`config.mk`:
```
export PLATFORM = sky130hd
export DESIGN_NAME = axi_wr_ctrl
export DESIGN_NICKNAME = d
export VERILOG_FILES = /design/src/rtl/axi_wr_ctrl.sv
export SDC_FILE = /design/constraint.sdc
export NUM_CORES = 1
export LEC_CHECK = 0
export ABC_AREA = 1
export BUFFER_PORTS_ARGS = -buffer_cell sky130_fd_sc_hd__buf_2
export CAP_MARGIN = 20
export CORE_MARGIN = 4
export CORE_UTILIZATION = 52
export DETAILED_ROUTE_END_ITERATION = 10
export PLACE_DENSITY = 0.85
export SLEW_MARGIN = 0
export SYNTH_ARGS = -nofsm -noshare
export SYNTH_HDL_FRONTEND = slang
export SYNTH_SLANG_ARGS = --single-unit
export TNS_END_PERCENT = 30
```
`constraint.sdc`:
```
create_clock -name clk -period 5.1 [get_ports clk]
set_input_delay 0.255 -clock clk [delete_from_list [all_inputs] [get_ports clk]]
set_output_delay 0.255 -clock clk [all_outputs]
set_load 0.03 [all_outputs]
```
`src/rtl/axi_wr_ctrl.sv`:
```
// AXI write-burst master: turns one command into a single INCR burst on AW/W,
// collects the B response (or gives up after TIMEOUT cycles) and reports completion.
module axi_wr_ctrl #(
    parameter int ADDR_WIDTH = 32,
    parameter int DATA_WIDTH = 32,
    parameter int TIMEOUT    = 1024
) (
    input  logic                    clk,
    input  logic                    reset,

    input  logic                    cmd_valid,
    output logic                    cmd_ready,
    input  logic [ADDR_WIDTH-1:0]   cmd_addr,
    input  logic [7:0]              cmd_len,
    input  logic [2:0]              cmd_size,
    input  logic [7:0]              cmd_id,

    input  logic                    dat_valid,
    output logic                    dat_ready,
    input  logic [DATA_WIDTH-1:0]   dat_data,
    input  logic [DATA_WIDTH/8-1:0] dat_strb,

    output logic                    done,
    output logic [1:0]              done_resp,
    output logic [1:0]              done_err,

    output logic [7:0]              AWID,
    output logic [ADDR_WIDTH-1:0]   AWADDR,
    output logic [7:0]              AWLEN,
    output logic [2:0]              AWSIZE,
    output logic [1:0]              AWBURST,
    output logic                    AWLOCK,
    output logic [3:0]              AWCACHE,
    output logic [2:0]              AWPROT,
    output logic                    AWVALID,
    input  logic                    AWREADY,

    output logic [3:0]              WID,
    output logic [DATA_WIDTH-1:0]   WDATA,
    output logic [DATA_WIDTH/8-1:0] WSTRB,
    output logic                    WLAST,
    output logic                    WVALID,
    input  logic                    WREADY,

    input  logic [7:0]              BID,
    input  logic [1:0]              BRESP,
    input  logic                    BVALID,
    output logic                    BREADY
);

    typedef enum logic [1:0] {
        IDLE = 2'd0,
        ADDR = 2'd1,
        DATA = 2'd2,
        RESP = 2'd3
    } state_t;

    localparam int            TW         = $clog2(TIMEOUT + 1);
    localparam logic [TW-1:0] TIMER_LAST = TW'(TIMEOUT - 1);

    state_t                  r_state;
    state_t                  w_state_next;

    logic                    r_out_en;
    logic [7:0]              r_awid;
    logic [ADDR_WIDTH-1:0]   r_awaddr;
    logic [7:0]              r_awlen;
    logic [2:0]              r_awsize;
    logic [1:0]              r_awburst;
    logic [DATA_WIDTH-1:0]   r_wdata;
    logic [DATA_WIDTH/8-1:0] r_wstrb;
    logic                    r_wvalid;
    logic                    r_wlast;
    logic [8:0]              r_beats_loaded;
    logic [TW-1:0]           r_timer;
    logic                    r_done;
    logic [1:0]              r_done_resp;
    logic [1:0]              r_done_err;

    logic                    w_cmd_ready;
    logic                    w_awvalid;
    logic                    w_dat_ready;
    logic                    w_bready;
    logic                    w_cmd_hs;
    logic                    w_dat_hs;
    logic                    w_w_hs;
    logic                    w_b_hs;
    logic                    w_timeout;
    logic                    w_resp_end;

    always_ff @(posedge clk or negedge reset) begin
        if (!reset) begin
            r_state <= IDLE;
        end else begin
            r_state <= w_state_next;
        end
    end

    // cmd_ready stays low during the done pulse so a new command lands one cycle later.
    always_comb begin
        w_state_next = r_state;
        w_cmd_ready  = 1'b0;
        w_awvalid    = 1'b0;
        w_dat_ready  = 1'b0;
        w_bready     = 1'b0;
        case (r_state)
            IDLE: begin
                w_cmd_ready = r_out_en && !r_done;
                if (cmd_valid && w_cmd_ready) begin
                    w_state_next = ADDR;
                end
            end
            ADDR: begin
                w_awvalid = 1'b1;
                if (AWREADY) begin
                    w_state_next = DATA;
                end
            end
            DATA: begin
                w_dat_ready = (r_beats_loaded <= {1'b0, r_awlen}) && (!r_wvalid || WREADY);
                if (r_wvalid && WREADY && r_wlast) begin
                    w_state_next = RESP;
                end
            end
            RESP: begin
                w_bready = 1'b1;
                if (BVALID || (r_timer == TIMER_LAST)) begin
                    w_state_next = IDLE;
                end
            end
            default: begin
                w_state_next = IDLE;
            end
        endcase
    end

    assign w_cmd_hs   = cmd_valid && w_cmd_ready;
    assign w_dat_hs   = dat_valid && w_dat_ready;
    assign w_w_hs     = r_wvalid && WREADY;
    assign w_b_hs     = BVALID && w_bready;
    assign w_timeout  = w_bready && !BVALID && (r_timer == TIMER_LAST);
    assign w_resp_end = w_b_hs || w_timeout;

    always_ff @(posedge clk or negedge reset) begin
        if (!reset) begin
            r_out_en       <= 1'b0;
            r_awid         <= '0;
            r_awaddr       <= '0;
            r_awlen        <= '0;
            r_awsize       <= '0;
            r_awburst      <= '0;
            r_wdata        <= '0;
            r_wstrb        <= '0;
            r_wvalid       <= 1'b0;
            r_wlast        <= 1'b0;
            r_beats_loaded <= '0;
            r_timer        <= '0;
            r_done         <= 1'b0;
            r_done_resp    <= '0;
            r_done_err     <= '0;
        end else begin
            r_out_en <= 1'b1;

            if (w_cmd_hs) begin
                r_awid    <= cmd_id;
                r_awaddr  <= cmd_addr;
                r_awlen   <= cmd_len;
                r_awsize  <= cmd_size;
                r_awburst <= 2'b01;
            end

            // Nine-bit count so a 256-beat burst reaches len+1 without wrapping.
            if (w_cmd_hs) begin
                r_beats_loaded <= '0;
            end else if (w_dat_hs) begin
                r_beats_loaded <= r_beats_loaded + 9'd1;
            end

            if (w_dat_hs) begin
                r_wdata  <= dat_data;
                r_wstrb  <= dat_strb;
                r_wvalid <= 1'b1;
                r_wlast  <= (r_beats_loaded == {1'b0, r_awlen});
            end else if (w_w_hs) begin
                r_wvalid <= 1'b0;
                r_wlast  <= 1'b0;
            end

            if (w_bready && !w_resp_end) begin
                r_timer <= r_timer + TW'(1);
            end else begin
                r_timer <= '0;
            end

            r_done      <= w_resp_end;
            r_done_resp <= w_b_hs ? BRESP : (w_timeout ? 2'b10 : 2'b00);
            r_done_err  <= {w_timeout, w_b_hs && (BID != r_awid)};
        end
    end

    assign cmd_ready = w_cmd_ready;
    assign dat_ready = w_dat_ready;
    assign BREADY    = w_bready;
    assign AWVALID   = w_awvalid;

    assign AWID      = r_awid;
    assign AWADDR    = r_awaddr;
    assign AWLEN     = r_awlen;
    assign AWSIZE    = r_awsize;
    assign AWBURST   = r_awburst;
    assign AWLOCK    = 1'b0;
    assign AWCACHE   = 4'd0;
    assign AWPROT    = 3'd0;

    assign WID       = r_awid[3:0];
    assign WDATA     = r_wdata;
    assign WSTRB     = r_wstrb;
    assign WLAST     = r_wlast;
    assign WVALID    = r_wvalid;

    assign done      = r_done;
    assign done_resp = r_done_resp;
    assign done_err  = r_done_err;

endmodule

```
==> run_results.csv, run 1 <==
group,metric,value,unit
global_routing,grt_max_degree,77,
layout,multiInputGateArea,2020,um2
placement,hpwl,9500,um
global_routing,track_usage,29.3,%
timing,maxSlewViolCount,0,
power,swShare,43.3,%
layout,seq_area,2950,um2
placement,portBuffers,206,
synthesis,synth_cell_types,31,
timing,fin_crit_sh,54.2,%
synthesis,synthArstFlopShare,100,%
die,die_area,11900,um2
global_routing,grt_pass1_vias,5606,
timing,max_clock_freq,362,MHz
synthesis,synth.area.top_cells,"dfrtp_1 (56%), nand2_1 (19%), nand3_1 (5.3%), ha_1 (3.3%), inv_1 (2.3%)",
drt,dr.pass1.iters,5,
critical_path,cp-end-kind,"primary output",
synthesis,yosysMostFrequentCell,"nand2_1",
hold_path,hold_path_class,"primary input to register",
critical_path,critPathSlowestCell,"dfrtp_1",
clock_tree,postCtsResizedCells,0,
synthesis,syn_inst,616,
power,pwr_density_cell,625,nW/um2
timing,setup_viol,0,
clock_tree,cts_buffers,17,
synthesis,mappedNetlistArea,5320,um2
timing,fin_skew,0.00854,ns
run_status,status,"complete, no violations",
die,ioPinCount,216,
clock_tree,cts_sinks,118,
timing,tightest_slew,0.964,ns
critical_path,start_kind,"register",
drt,wire_per_inst,15.8,um
global_routing,busiest_layer,"met2",
synthesis,synth_top_cell_area_share,55.5,%
timing,fin_setup_tns,0,ns
global_routing,grt.met1_usage,33.0,%
clock_tree,clkLatencyLatePin,0.51,ns
layout,nFillCells,564,
layout,antenna_cells,0,
placement,dp.cells,927,
critical_path,cp.required,4.85,ns
synthesis,yosys-top-cells-count,"nand2_1 (265), dfrtp_1 (118), nand3_1 (56)",
die,core,9860,um2
die,die_h,109,um
critical_path,cpPeakStageDelay,0.43,ns
global_routing,grt_use_met3,8.35,%
timing,slew_headroom,35.6,%
timing,rsz0062_at_grt,"false",
synthesis,synth_seq_cells,118,
drt,vias,5294,
synthesis,synth-edff-count,0,
power,leakage,4.39,nW
power,cellInternalPower,0.00279,W
clock_tree,cts_tree,"built",
clock_tree,cts_buffer_depth,2,
critical_path,critical_path_arrival,2.51,ns
critical_path,crit_chain,"ha_1, nand2_1, nor2_1, nand4_1, a21boi_2, buf_4, buf_2",
power,seq_power_share,31.4,%
drt,drc,0,
global_routing,antenna_found_initial,0,
drt,detail_route.wirelength,16500,um
power,ir_drop,0.519,mV
drt,first_iter_violations,367,
critical_path,critPathMaxFanout,38,
layout,layoutNonFillerInstCount,1048,
synthesis,syn_avg_cell_area,8.63,um2
placement,place_congestion,0.841,
synthesis,ys_warn_count,0,
layout,fin_nets,1020,
die,dieWidth,109,um
clock_tree,clk_pin_slew_worst_paths,0.05,ns
timing,hold_viol,0,
drt,antenna_left,0,
drt,vias_per_cell,5.05,
global_routing,grt_pass1_wl,26700,um
clock_tree,cts-htree-levels,4,
layout,drive_above_1_share,27.8,%
synthesis,ys_seq_area_share,55.5,%
power,clockPowerShare,26.3,%
power,power.net_switching,0.00213,W
global_routing,gr-total-overflow,0,
critical_path,crit_type,"register to primary output",
die,rows,36,
layout,area_delta_synth_final,48.0,%
clock_tree,cts_root_buf,"clkbuf_8",
job,cap_violations,0,
global_routing,met2_usage,50.7,%
die,initial_core_util,53.9,%
synthesis,ys.flop_type,"dfrtp_1",
synthesis,yosys.area.top_type,"dfrtp_1",
timing,period_needed,2.77,ns
power,combPwrFrac,42.3,%
-- worst max-delay path: cells and delay by family, from the launching register on --
family	cells	cell delay, ns
compound gates	1	0.18
fa+ha+maj	1	0.32
buf+inv	2	0.64
flops	1	0.43
simple gates	3	0.41
-- cell families (layout without fill, tap and decap cells) --
| kind of cell | after synthesis | after routing | share of synthesized area [%] |
|---|---|---|---|
| flops | 118 | 118 | 55.5 |
| fa+ha+maj | 14 | 14 | 3.29 |
| compound gates | 22 | 22 | 2.52 |
| other cells | 2 | 10 | 0.141 |
| xor+xnor | 14 | 14 | 2.31 |
| simple gates | 372 | 372 | 29.0 |
| buf+inv | 74 | 365 | 7.20 |
-- placed cells by master, fill, tap and decap left out --
cell / instances
dfrtp_1: 118
nand3_2: 3
clkinvlp_4: 1
ha_1: 14
xnor2_1: 3
xor2_1: 11
clkbuf_8: 5
nand3_1: 56
nor3_1: 8
and3_1: 1
clkbuf_1: 3
o21ai_4: 1
buf_2: 205
dlygate4sd3_1: 89
a21boi_2: 1
nand2_2: 1
or2_2: 4
nand4_1: 4
a221oi_1: 1
conb_1: 10
nor4_1: 2
nand2_4: 1
o21ai_0: 9
o21a_1: 1
nor2_4: 1
nor2_2: 1
nor3b_1: 2
clkinv_2: 2
clkbuf_16: 16
inv_2: 2
inv_1: 32
bufinv_16: 5
nand2_1: 265
a21oi_1: 9
nor2_1: 23
buf_4: 5
-- power groups by stage --
stage / clock network, W / logic (W) / registers (W)
3_5_place_dp: 0 / 0.00198 / 0.00153
6_report: 0.00129 / 0.00208 / 0.00154
2_1_floorplan: 0 / 0.000762 / 0.00216
5_1_grt: 0.00136 / 0.00226 / 0.00158
3_3_place_gp: 0 / 0.00193 / 0.00151
4_1_cts: 0.00131 / 0.00205 / 0.00152
-- cell type report --
type	instances	share of cell area [%]
Sequential cell	118	37.5
Tap cell	133	2.11
Clock buffer	24	6.11
Multi-Input combinational cell	432	25.7
Clock inverter	8	2.13
Inverter	34	1.62
Timing Repair Buffer	299	24.8
-- metal layers --
layer	vias to the layer above	part of all wire, %
met5	-	0
met4	0	3.7
met3	54	8.1
met2	287	51
met1	2471	37
li1	2482	-
-- path summary, 6_finish.rpt --
kind / from / to / slack, ns / cells past startpoint
max: r_beats_loaded[4]$_DFFE_PN0P_ / dat_ready / 2.33 / 7
min: dat_data[4] / WDATA[4]$_DFFE_PN0P_ / 0.03 / 3
max reg2reg: r_beats_loaded[4]$_DFFE_PN0P_ / r_beats_loaded[4]$_DFFE_PN0P_ / 2.45 / 9
min reg2reg: AWADDR[28]$_DFFE_PN0P_ / AWADDR[28]$_DFFE_PN0P_ / 0.47 / 2
max in group asynchronous: reset / done_err[1]$_DFF_PN0_ / 3.54 / 3
min in group asynchronous: reset / WDATA[7]$_DFFE_PN0P_ / 0.47 / 2
-- metrics by stage --
stage | power (W) | area (um2) | setup WS (ns) | util, % | hold WS [ns]
final | 0.00492 | 7870 | 2.33 | 79.8 | 0.0340
after global routing | 0.00520 | 7870 | 2.13 | 79.8 | 0.0176
after CTS | 0.00488 | 7870 | 2.35 | 79.8 | 0.00270
after detailed placement | 0.00351 | 6330 | 2.44 | 64.2 | 0.455
after global placement | 0.00344 | 6330 | 2.61 | 64.2 | 0.449
after floorplan | 0.00292 | 5350 | 3.21 | - | -0.0406
-- repair_timing --
action,in CTS,in global routing
hold endpoints to repair,163,0
hold buffers,89,0
buffers inserted,0,0
-- flip-flops by register name, summed over array words and instances, names as in the netlist --
register / flops
r_out_en: 1
AWSIZE: 3
AWADDR: 32
r_beats_loaded: 9
done_resp: 2
WLAST: 1
AWLEN: 8
AWBURST: 1
done: 1
WVALID: 1
WSTRB: 4
r_state: 2
done_err: 2
WDATA: 32
AWID: 8
r_timer: 11
Note: power is estimated with default switching activity, not from simulation.
==> inputs of run 2 (changes only) <==
ABC_AREA = 0   (was 1)
CORE_UTILIZATION = 43   (was 52)
PLACE_DENSITY = 0.76   (was 0.85)
clock period = 2.2 ns   (was 5.1 ns; I/O delays follow)
==> run_results.csv, run 2 <==
group,metric,value,unit
run_status,status,"finished, violations left",
run_status,violations,"setup timing",
drt,detail_route.wirelength,16000,um
job,cap_violations,0,
global_routing,gr-total-overflow,0,
timing,rsz0062_at_grt,"true",
layout,final_util,69.7,%
timing,fin_ws,-0.0836,ns
synthesis,ys.flop_type,"dfrtp_1",
synthesis,yosysMostFrequentCell,"nand2_1",
synthesis,synth.area.top_cells,"dfrtp_1 (58%), nand2_1 (12%), mux2_2 (7.9%), ha_1 (3.4%), buf_4 (1.9%)",
layout,area_delta_synth_final,57.0,%
power,leakage,4.18,nW
clock_tree,cts_tree,"built",
critical_path,critPathSlowestCell,"dfrtp_1",
placement,place_congestion,0.876,
synthesis,yosys.area_share.simple,18.4,%
layout,drive_above_1_share,40.4,%
die,die_h,117,um
synthesis,synthAdderAreaFrac,3.41,%
layout,multiInputGateArea,2050,um2
drt,first_iter_violations,292,
layout,nFillCells,760,
die,rows,39,
timing,fin_crit_sh,104,%
critical_path,path_buf_inv,1,
timing,maxSlewViolCount,0,
die,core,11600,um2
clock_tree,clk_pin_slew_worst_paths,0.06,ns
clock_tree,cts_buffer_depth,2,
layout,seq_area,2960,um2
timing,tightest_slew,0.601,ns
drt,dr.pass1.iters,6,
global_routing,track_usage,23.2,%
synthesis,yosys-top-cells-count,"nand2_1 (160), dfrtp_1 (118), mux2_2 (36)",
layout,final_common_cell,"buf_2",
clock_tree,cts_root_buf,"clkbuf_16",
drt,vias_per_cell,4.94,
synthesis,ys_warn_count,0,
synthesis,yosys.area_share.xor_xnor,2.56,%
drt,vias,4728,
critical_path,cp.required,2.49,ns
synthesis,syn_inst,485,
clock_tree,cts-htree-levels,4,
global_routing,met2_usage,41.2,%
drt,wire_per_inst,16.7,um
critical_path,cpPeakStageDelay,0.40,ns
global_routing,busiest_layer,"met2",
critical_path,crit_type,"register to register",
synthesis,synth_compound_area_share,4.63,%
timing,fin_skew,0.0141,ns
timing,period_needed,2.28,ns
clock_tree,clkLatencyLatePin,0.41,ns
synthesis,synth.area.mux_share,8.38,%
layout,fin_nets,919,
synthesis,synthArstFlopShare,100,%
layout,final_cell_mix,"buf_2 (204), nand2_1 (160), dfrtp_1 (111), dlygate4sd3_1 (93), mux2_2 (36)",
drt,drc,0,
synthesis,mappedNetlistArea,5130,um2
global_routing,grt_max_degree,59,
timing,hold_viol,0,
power,pwr_density_cell,1440,nW/um2
clock_tree,cts_sinks,118,
critical_path,critical_path_arrival,2.58,ns
hold_path,hold_path_class,"primary input to register",
die,die_area,13800,um2
global_routing,grt_pass1_vias,5033,
critical_path,crit_chain,"ha_4, or2b_1, o21ai_2, o221a_4, or2_4, buf_16, mux2_2",
placement,portBuffers,206,
synthesis,syn_avg_cell_area,10.6,um2
die,ioPinCount,216,
placement,hpwl,9240,um
global_routing,antenna_found_initial,0,
timing,setup_viol,37,
critical_path,critPathTopFamily,"simple AND/OR/NAND/NOR gates",
power,ir_drop,0.680,mV
global_routing,grt.met1_usage,25.5,%
synthesis,synth_seq_cells,118,
synthesis,ys_seq_area_share,57.5,%
layout,final_area,8060,um2
synthesis,synth_top_family_by_area,"simple AND/OR/NAND/NOR gates",
critical_path,start_kind,"register",
die,dieWidth,117,um
critical_path,critPathMaxFanout,18,
synthesis,yosys.area.top_type,"dfrtp_1",
clock_tree,cts_buffers,17,
synthesis,synth_cell_types,46,
critical_path,cp-end-kind,"register",
global_routing,grt_use_met3,6.94,%
synthesis,synth-edff-count,0,
timing,max_clock_freq,438,MHz
timing,slew_headroom,59.9,%
die,initial_core_util,44.4,%
placement,dpl_cell_area,6400,um2
global_routing,grt_pass1_wl,24600,um
layout,antenna_cells,0,
synthesis,synth_top_cell_area_share,57.5,%
drt,antenna_left,0,
## run 2: changes by cell type after synthesis, sizes merged, moves of 5 or more
| cell | delta |
|---|---|
| nand2 | -107 |
| nand3 | -48 |
| mux2 | +37 |
| inv | -20 |
| nor2 | -12 |
| buf | -11 |
| nand2b | +5 |
| nor3 | -5 |
| or4 | +5 |
## run 2: final timing paths
kind / from / slack, ns / end / cells past startpoint
hold / removal: BVALID / 0.02 / done$_DFF_PN0_ / 3
setup / recovery: r_beats_loaded[7]$_DFFE_PN0P_ / -0.08 / WDATA[8]$_DFFE_PN0P_ / 7
min in group asynchronous: reset / 0.25 / WDATA[24]$_DFFE_PN0P_ / 2
setup reg to reg: r_beats_loaded[7]$_DFFE_PN0P_ / -0.08 / WDATA[8]$_DFFE_PN0P_ / 7
max in group asynchronous: reset / 1.24 / AWLEN[7]$_DFFE_PN0P_ / 3
hold reg to reg: AWBURST[0]$_DFFE_PN0P_ / 0.46 / AWBURST[0]$_DFFE_PN0P_ / 1
## run 2: cell families after synthesis
family / Yosys count
flops: 118
xor+xnor: 15
compound gates: 35
mux: 38
other cells: 2
simple gates: 218
buf+inv: 45
fa+ha+maj: 14
## run 2: where the power goes
| part | internal, W | switching (W) |
|---|---|---|
| clock network | 0.00182 | 0.00103 |
| logic | 0.00179 | 0.00335 |
| registers | 0.00304 | 0.000537 |
| total | 0.00665 | 0.00492 |
## run 2: worst min-delay path: cells and delay by family
kind	cells	cell delay (ns)
buffers and inverters	1	0.12
and+or+nand+nor	2	0.15
## run 2: cell type report
type / count / area share, %
well taps: 143 / 2.22
clock inverters: 14 / 2.17
repair buffers: 320 / 27.3
inverters: 14 / 0.652
multi-input cells: 330 / 25.5
clock buffers: 18 / 5.45
flip-flops and latches: 118 / 36.7
## run 2: metrics by stage
stage	std cells	total power (W)	hold slack [ns]	setup TNS (ns)	setup slack, ns
detailed placement	829	0.00830	0.151	-1.07	-0.0403
global route	957	0.0122	0.0350	-6.06	-0.173
floorplan	493	0.00685	-0.186	0	0.0114
global placement	829	0.00815	0.144	0	0.0150
finish	957	0.0116	0.0158	-2.14	-0.0836
CTS	955	0.0114	0.00285	-0.607	-0.0363
## run 2: repair_timing
action,4_1_cts,5_1_grt
setup endpoints to repair,39,45
endpoints found under the hold margin,134,0
buffers inserted,0,1
pin swaps,2,3
gates cloned,1,1
hold buffers,93,0
gates resized for setup,5,9
## run 2: routing by layer
layer / vias to the layer above / share of wire, %
met5: - / 0
met4: 0 / 2.7
met3: 42 / 7.3
met2: 222 / 53
met1: 2248 / 37
li1: 2216 / -
